**config.mk**
```make
export PLATFORM = sky130hd
export DESIGN_NAME = sram_confreg_slave
export DESIGN_NICKNAME = d
export VERILOG_FILES = /design/src/rtl/confreg_pkg.sv /design/src/rtl/confreg_timer.sv /design/src/rtl/sram_confreg_slave.sv
export SDC_FILE = /design/constraint.sdc
export NUM_CORES = 1
export LEC_CHECK = 0
export ABC_AREA = 1
export BUFFER_PORTS_ARGS = -buffer_cell sky130_fd_sc_hd__buf_4
export CAP_MARGIN = 10
export CORE_MARGIN = 2
export CORE_UTILIZATION = 32
export DETAILED_ROUTE_END_ITERATION = 7
export RECOVER_POWER = 100
export SLEW_MARGIN = 30
export SYNTH_ARGS = -nofsm -noshare
export SYNTH_HDL_FRONTEND = slang
export SYNTH_SLANG_ARGS = --single-unit
```
**constraint.sdc**
```tcl
create_clock -name clk -period 2.14 [get_ports clk]
set_input_delay 0.214 -clock clk [delete_from_list [all_inputs] [get_ports clk]]
set_output_delay 0.214 -clock clk [all_outputs]
set_load 0.05 [all_outputs]
```
**src/rtl/confreg_pkg.sv**
```systemverilog
// Shared register-map offsets, TIMER_CTRL bit positions, register selector type and
// the byte-lane merge helper for the SRAM-side configuration register block.
package confreg_pkg;

    localparam logic [15:0] CR_BASE        = 16'h0000;
    localparam logic [15:0] TIMER_OFF      = 16'h1000;
    localparam logic [15:0] TIMER_CMP_OFF  = 16'h1004;
    localparam logic [15:0] TIMER_CTRL_OFF = 16'h1008;
    localparam logic [15:0] LED_OFF        = 16'hF000;
    localparam logic [15:0] SWITCH_OFF     = 16'hF004;
    localparam logic [15:0] SIMU_OFF       = 16'hF008;
    localparam logic [15:0] UART_OFF       = 16'hF010;

    localparam int CR_NUM   = 8;
    localparam int EN_BIT   = 0;
    localparam int IE_BIT   = 1;
    localparam int PEND_BIT = 2;

    typedef enum logic [3:0] {
        SEL_NONE,
        SEL_CR,
        SEL_TIMER,
        SEL_CMP,
        SEL_CTRL,
        SEL_LED,
        SEL_SWITCH,
        SEL_SIMU,
        SEL_UART
    } reg_sel_e;

    // Offsets arrive word-aligned; CR0-CR7 occupy the first 32 bytes.
    function automatic reg_sel_e decode_offset(input logic [15:0] off, input logic uart_mapped);
        reg_sel_e sel;
        sel = SEL_NONE;
        if (off[15:5] == CR_BASE[15:5]) begin
            sel = SEL_CR;
        end else begin
            case (off)
                TIMER_OFF:      sel = SEL_TIMER;
                TIMER_CMP_OFF:  sel = SEL_CMP;
                TIMER_CTRL_OFF: sel = SEL_CTRL;
                LED_OFF:        sel = SEL_LED;
                SWITCH_OFF:     sel = SEL_SWITCH;
                SIMU_OFF:       sel = SEL_SIMU;
                UART_OFF:       sel = uart_mapped ? SEL_UART : SEL_NONE;
                default:        sel = SEL_NONE;
            endcase
        end
        return sel;
    endfunction

    function automatic logic [31:0] byte_merge(input logic [31:0] old_v,
                                               input logic [31:0] wdata,
                                               input logic [3:0]  wen);
        logic [31:0] res;
        for (int i = 0; i < 4; i++) begin
            res[8*i +: 8] = wen[i] ? wdata[8*i +: 8] : old_v[8*i +: 8];
        end
        return res;
    endfunction

endpackage

```
**src/rtl/confreg_timer.sv**
```systemverilog
// Free-running compare timer: counter, compare value, EN/IE/PEND control and the
// level interrupt. CPU writes beat the increment; a hardware PEND set beats W1C.
module confreg_timer
    import confreg_pkg::*;
(
    input  logic        clk,
    input  logic        resetn,
    input  logic        timer_we_i,
    input  logic        cmp_we_i,
    input  logic        ctrl_we_i,
    input  logic [3:0]  wen_i,
    input  logic [31:0] wdata_i,
    output logic [31:0] timer_o,
    output logic [31:0] cmp_o,
    output logic [2:0]  ctrl_o,
    output logic        timer_int_o
);

    logic [31:0] timer_q, timer_d;
    logic [31:0] cmp_q, cmp_d;
    logic        en_q, en_d;
    logic        ie_q, ie_d;
    logic        pend_q, pend_d;
    logic        match;

    assign match = en_q && (timer_q == cmp_q);

    always_comb begin
        timer_d = timer_q;
        if (timer_we_i) begin
            timer_d = byte_merge(timer_q, wdata_i, wen_i);
        end else if (en_q) begin
            timer_d = timer_q + 32'd1;
        end
    end

    assign cmp_d = cmp_we_i ? byte_merge(cmp_q, wdata_i, wen_i) : cmp_q;

    always_comb begin
        en_d   = en_q;
        ie_d   = ie_q;
        pend_d = pend_q;
        if (ctrl_we_i && wen_i[0]) begin
            en_d = wdata_i[EN_BIT];
            ie_d = wdata_i[IE_BIT];
            if (wdata_i[PEND_BIT]) begin
                pend_d = 1'b0;
            end
        end
        // The set is applied last so it overrides a same-cycle clear.
        if (match) begin
            pend_d = 1'b1;
        end
    end

    always_ff @(posedge clk or negedge resetn) begin
        if (!resetn) begin
            timer_q <= '0;
            cmp_q   <= '0;
            en_q    <= 1'b0;
            ie_q    <= 1'b0;
            pend_q  <= 1'b0;
        end else begin
            timer_q <= timer_d;
            cmp_q   <= cmp_d;
            en_q    <= en_d;
            ie_q    <= ie_d;
            pend_q  <= pend_d;
        end
    end

    assign timer_o     = timer_q;
    assign cmp_o       = cmp_q;
    assign ctrl_o      = {pend_q, ie_q, en_q};
    assign timer_int_o = pend_q & ie_q;

endmodule

```
**src/rtl/sram_confreg_slave.sv**
```systemverilog
// Data-SRAM responder exposing scratch, timer, LED, switch and SIMU registers with a
// one-cycle read latency. Optional UART TX strobe register enabled by CONFREG_UART_EN.
module sram_confreg_slave
    import confreg_pkg::*;
#(
    parameter logic [31:0] BASE_ADDR = 32'hBFAF_0000,
    parameter logic [31:0] SIMU_FLAG = 32'hFFFF_FFFF,
    parameter int          LED_W     = 16,
    parameter int          SW_W      = 8
) (
    input  logic             clk,
    input  logic             resetn,
    input  logic             data_sram_en,
    input  logic [3:0]       data_sram_wen,
    input  logic [31:0]      data_sram_addr,
    input  logic [31:0]      data_sram_wdata,
    output logic [31:0]      data_sram_rdata,
    output logic [LED_W-1:0] led,
    output logic             timer_int,
`ifdef CONFREG_UART_EN
    output logic             uart_valid,
    output logic [7:0]       uart_data,
`endif
    input  logic [SW_W-1:0]  switch
);

`ifdef CONFREG_UART_EN
    localparam logic UART_MAPPED = 1'b1;
`else
    localparam logic UART_MAPPED = 1'b0;
`endif

    logic [15:0]      off;
    logic [2:0]       cr_idx;
    logic             base_hit;
    logic             wr_req;
    logic             rd_req;
    reg_sel_e         sel;
    logic             unused_addr_bits;

    logic [31:0]      cr_q [CR_NUM];
    logic [31:0]      cr_d [CR_NUM];
    logic [LED_W-1:0] led_q, led_d;
    logic [SW_W-1:0]  sw_meta_q, sw_sync_q;
    logic [31:0]      rdata_q, rdata_d;
    logic [31:0]      rd_val;

    logic [31:0]      tmr_timer;
    logic [31:0]      tmr_cmp;
    logic [2:0]       tmr_ctrl;

    // Byte offset bits are don't-care: all registers are word-addressed.
    assign off              = {data_sram_addr[15:2], 2'b00};
    assign cr_idx           = data_sram_addr[4:2];
    assign unused_addr_bits = ^data_sram_addr[1:0];
    assign base_hit         = data_sram_en && (data_sram_addr[31:16] == BASE_ADDR[31:16]);
    assign sel              = base_hit ? decode_offset(off, UART_MAPPED) : SEL_NONE;
    assign wr_req           = (data_sram_wen != 4'b0000);
    assign rd_req           = data_sram_en && (data_sram_wen == 4'b0000);

    confreg_timer u_timer (
        .clk         (clk),
        .resetn      (resetn),
        .timer_we_i  (wr_req && (sel == SEL_TIMER)),
        .cmp_we_i    (wr_req && (sel == SEL_CMP)),
        .ctrl_we_i   (wr_req && (sel == SEL_CTRL)),
        .wen_i       (data_sram_wen),
        .wdata_i     (data_sram_wdata),
        .timer_o     (tmr_timer),
        .cmp_o       (tmr_cmp),
        .ctrl_o      (tmr_ctrl),
        .timer_int_o (timer_int)
    );

    always_comb begin
        for (int i = 0; i < CR_NUM; i++) begin
            cr_d[i] = cr_q[i];
        end
        if (wr_req && (sel == SEL_CR)) begin
            cr_d[cr_idx] = byte_merge(cr_q[cr_idx], data_sram_wdata, data_sram_wen);
        end
    end

    always_comb begin
        led_d = led_q;
        if (wr_req && (sel == SEL_LED)) begin
            led_d = LED_W'(byte_merge(32'(led_q), data_sram_wdata, data_sram_wen));
        end
    end

    // Read mux sees only pre-edge register values, so same-cycle updates are not visible.
    always_comb begin
        rd_val = '0;
        case (sel)
            SEL_CR:     rd_val = cr_q[cr_idx];
            SEL_TIMER:  rd_val = tmr_timer;
            SEL_CMP:    rd_val = tmr_cmp;
            SEL_CTRL:   rd_val = 32'(tmr_ctrl);
            SEL_LED:    rd_val = 32'(led_q);
            SEL_SWITCH: rd_val = 32'(sw_sync_q);
            SEL_SIMU:   rd_val = SIMU_FLAG;
            default:    rd_val = '0;
        endcase
    end

    assign rdata_d = rd_req ? rd_val : rdata_q;

    always_ff @(posedge clk or negedge resetn) begin
        if (!resetn) begin
            for (int i = 0; i < CR_NUM; i++) begin
                cr_q[i] <= '0;
            end
            led_q     <= '0;
            sw_meta_q <= '0;
            sw_sync_q <= '0;
            rdata_q   <= '0;
        end else begin
            for (int i = 0; i < CR_NUM; i++) begin
                cr_q[i] <= cr_d[i];
            end
            led_q     <= led_d;
            sw_meta_q <= switch;
            sw_sync_q <= sw_meta_q;
            rdata_q   <= rdata_d;
        end
    end

`ifdef CONFREG_UART_EN
    logic       uart_valid_q, uart_valid_d;
    logic [7:0] uart_data_q, uart_data_d;

    assign uart_valid_d = wr_req && (sel == SEL_UART) && data_sram_wen[0];
    assign uart_data_d  = uart_valid_d ? data_sram_wdata[7:0] : uart_data_q;

    always_ff @(posedge clk or negedge resetn) begin
        if (!resetn) begin
            uart_valid_q <= 1'b0;
            uart_data_q  <= '0;
        end else begin
            uart_valid_q <= uart_valid_d;
            uart_data_q  <= uart_data_d;
        end
    end

    assign uart_valid = uart_valid_q;
    assign uart_data  = uart_data_q;
`endif

    assign data_sram_rdata = rdata_q;
    assign led             = led_q;

endmodule

```
==> flow_summary_export.csv <==
group,metric,value,unit
run_status,status,"complete, but fails checks",
run_status,violations,"capacitance limit, slew limit",
global_routing,grt_overflow,0,
die,num_rows,89,
cts,cts.sinks,387,
sta,slew_headroom,-11.8,%
critical_path,worstReg2RegEnd,"u_timer.timer_o[29]$_DFFE_PN0P_",
global_routing,antenna_found_initial,1,
critical_path,reg2reg_slack,0.15,ns
sta,drv_slew,61,
sta,period_share,93.0,%
logic_synthesis,synth_edf_count,0,
route,num_vias,17400,
sta,setup_viol,0,
logic_synthesis,synth_top_cell_area_share,51.0,%
logic_synthesis,avgSynthCellArea,8.09,sq um
critical_path,reg2regPathDepth,13,
power,clkPwrFrac,47.3,%
critical_path,critPathMaxFanout,4,
die,die_y,248,um
min_path,hold_path_class,"in -> reg",
cts,cts_root_buffer,"clkbuf_16",
cts,cts_inserted_buffers,42,
sta,max_slew.worst_pin.slew,1.68,ns
min_path,worst_hold_path.endpoint,"u_timer.cmp_o[18]$_DFFE_PN0P_",
global_routing,grt_start_max_net_pins,67,
sta,holdWs,0.0172,ns
placed_design,placedCellCount,3316,
logic_synthesis,synthTopCellsByArea,"dfrtp_1, nand2_1, o21ai_0",
power,power_leakage,11.1,nW
finish,final_util,39.9,%
sta,min_period,1.99,ns
global_routing,track_usage,19.9,%
logic_synthesis,synth.most_common_cell,"nand2_1",
route,drt-total-wl,61100,um
logic_synthesis,async_flop_share,100,%
critical_path,crit_type,"reg -> reg",
route,viasPerCell,5.08,
route,ant_nets,0,
finish,nets,2695,
power,p_sw,0.00389,W
logic_synthesis,synth_area,0.0190,sq mm
placed_design,place.gp.congestion,0.929,
flow_run,cap_viol_max_count,1,
power,vdd_drop_max,0.535,mV
finish,syn_to_final_growth,23.6,%
global_routing,grt_pass1_wl,96200,um
logic_synthesis,synth.largest_area_cell,"dfrtp_1",
min_path,min_path_cells,3,
finish,drive_gt1_share,14.8,%
global_routing,grt_pass1_vias,17100,
sta,hold_viol_final,0,
power,internal_power,0.0122,W
power,power,0.0161,W
route,drtIter0Drc,1340,
critical_path,cp-end-kind,"register",
logic_synthesis,synth_nets,2426,
die,coreArea,0.0588,sq mm
cts,clk_pin_slew,0.06,ns
finish,fillCellCount,5986,
cts,cts_tree,"done",
die,die_w,248,um
route,routedWlPerCell,17.9,um
logic_synthesis,yosys_warnings,0,
critical_path,timing.rr.start,"u_timer.timer_o[1]$_DFFE_PN0P_",
critical_path,critPathArrivalTime,2.46,ns
logic_synthesis,synth_seq_cells,387,
sta,finClkSkew,0.0163,ns
die,dieArea,0.0613,sq mm
route,drt_first_pass_iters,5,
finish,finalNonFillerCells,3418,
logic_synthesis,ys_types,41,
critical_path,worst_ep_required_time,2.61,ns
cts,htreeDepth,2,
sta,tns,0,ns
min_path,min-delay-start,"data_sram_wdata[18]",
power,power_density,687,mW/mm^2
cts,clockBufferDepth,3,
sta,fmax,0.503,GHz
placed_design,dp_hpwl,43500,um
power,swShare,24.1,%
die,io_pins,128,
placed_design,io_buffer_count,125,
logic_synthesis,yosysSeqAreaShare,51.0,%
cts,worstSkewPairLatency,0.59,ns
logic_synthesis,ys.flop_type,"dfrtp_1",
power,share_seq_of_total_power,45.5,%
sta,rsz0062_at_grt,"no",
power,power_frac_comb,7.3,%
logic_synthesis,synthCells,2346,
die,start_util,32.3,%
critical_path,start_kind,"register",
logic_synthesis,synth_commonest_cells,"nand2_1, o21ai_0, dfrtp_1",
route,route.detailed.drc,0,
[repair_timing]
item / CTS / global route
cloned: 0 / 0
pin swaps: 0 / 2
hold endpoints to repair: 84 / 0
resized for setup: 1 / 8
hold buffers: 27 / 0
buffers inserted: 0 / 1
endpoints found under the setup margin: 1 / 5
[critical path, stage by stage, from the launching register on]
cell      delay, ns
dfrtp_1        0.43
nand3_1        0.16
inv_1          0.09
nand2_1        0.07
nor2_1         0.10
buf_4          0.14
nand3_1        0.14
nor2_2         0.20
nand3b_1       0.16
xor2_1         0.17
nand2_1        0.06
o21ai_1        0.06
nand2_1        0.06
nand2_1        0.05
[cells by family (layout without fill, tap and decap cells)]
kind of cell             after synthesis  count (layout)  synth area share [%]
flip-flops                           387             387                  51.0
XOR/XNOR                              41              41                  1.89
AND/OR/NAND/NOR                     1043            1043                  22.7
AO/OA/AOI/OAI                        625             625                  18.3
buffers and inverters                249             547                  6.07
other                                  0               1                     0
adder cells (fa/ha/maj)                1               1                0.0659
[state kept, by name, summed over array words and instances, names as in the netlist]
name / count
cr_q: 256
data_sram_rdata: 32
u_timer.cmp_o: 32
u_timer.timer_o: 32
led: 16
sw_meta_q: 8
sw_sync_q: 8
u_timer.en_q: 1
u_timer.ie_q: 1
u_timer.pend_q: 1
[stage by stage]
stage	cell area, sq um	setup WS, ns
final	23500	0.150
after detailed placement	22200	-0.324
after global routing	23500	0.00473
after CTS	23900	0.0659
after floorplan	19000	0.0729
after global placement	22200	-0.276
[worst max-delay path by stage]
stage,to,from
CTS,u_timer.timer_o[30]$_DFFE_PN0P_,u_timer.timer_o[0]$_DFFE_PN0P_
detailed placement,data_sram_rdata[21]$_DFFE_PN0P_,data_sram_addr[10]
floorplan,cr_q[166]$_DFFE_PN0P_,data_sram_addr[4]
finish,u_timer.timer_o[29]$_DFFE_PN0P_,u_timer.timer_o[1]$_DFFE_PN0P_
global route,cr_q[50]$_DFFE_PN0P_,data_sram_addr[3]
global placement,data_sram_rdata[24]$_DFFE_PN0P_,data_sram_addr[10]
[power groups by stage]
stage / clock network, W / logic [W] / registers [W]
finish: 0.00762 / 0.00117 / 0.00734
global route: 0.00813 / 0.00127 / 0.00733
CTS: 0.00777 / 0.00118 / 0.00734
detailed placement: 0 / 0.00114 / 0.00747
global placement: 0 / 0.00113 / 0.00747
floorplan: 0 / 0.000387 / 0.00747
[cell usage in the layout, fill, tap and decap left out, types with 7 or more instances in the layout]
cell type      synthesis  final
nor2_1               226    220
a221oi_1              53     53
clkbuf_1              65     65
nor3_1                18     18
nand2_1              673    674
dfrtp_1              387    385
buf_4                  2    224
clkbuf_4               0     22
a21oi_1               10     10
clkbuf_2               1     13
dlygate4sd3_1          0     27
clkbuf_16              0     42
o21ai_0              422    471
buf_12                 0     20
inv_1                106    106
clkbuf_8               0     14
nor2_2                 5     13
xor2_1                34     34
nand2_4               10     10
o21ai_1               79     30
nand4_1               43     43
nand3_1               49     50
a22oi_1               28     28
xnor2_1                7      7
o211ai_1              15     15
[layout make-up]
type	instances	area (sq um)	area share, %
timing repair buffer	365	2810	12.0
antenna	1	2.50	0.0107
clock buffer	65	1280	5.44
tap	773	967	4.12
multi-input combinational	1710	8150	34.7
clock inverter	8	160	0.682
sequential	387	9690	41.3
inverter	109	409	1.74
[routing by layer]
metal  global-route usage (%)  part of all wire [%]
met3                     3.49                   5.6
met5                        0                     0
met1                     26.0                    43
met2                     33.3                    48
met4                     7.12                   2.8
(Power assumes the default switching activity.)
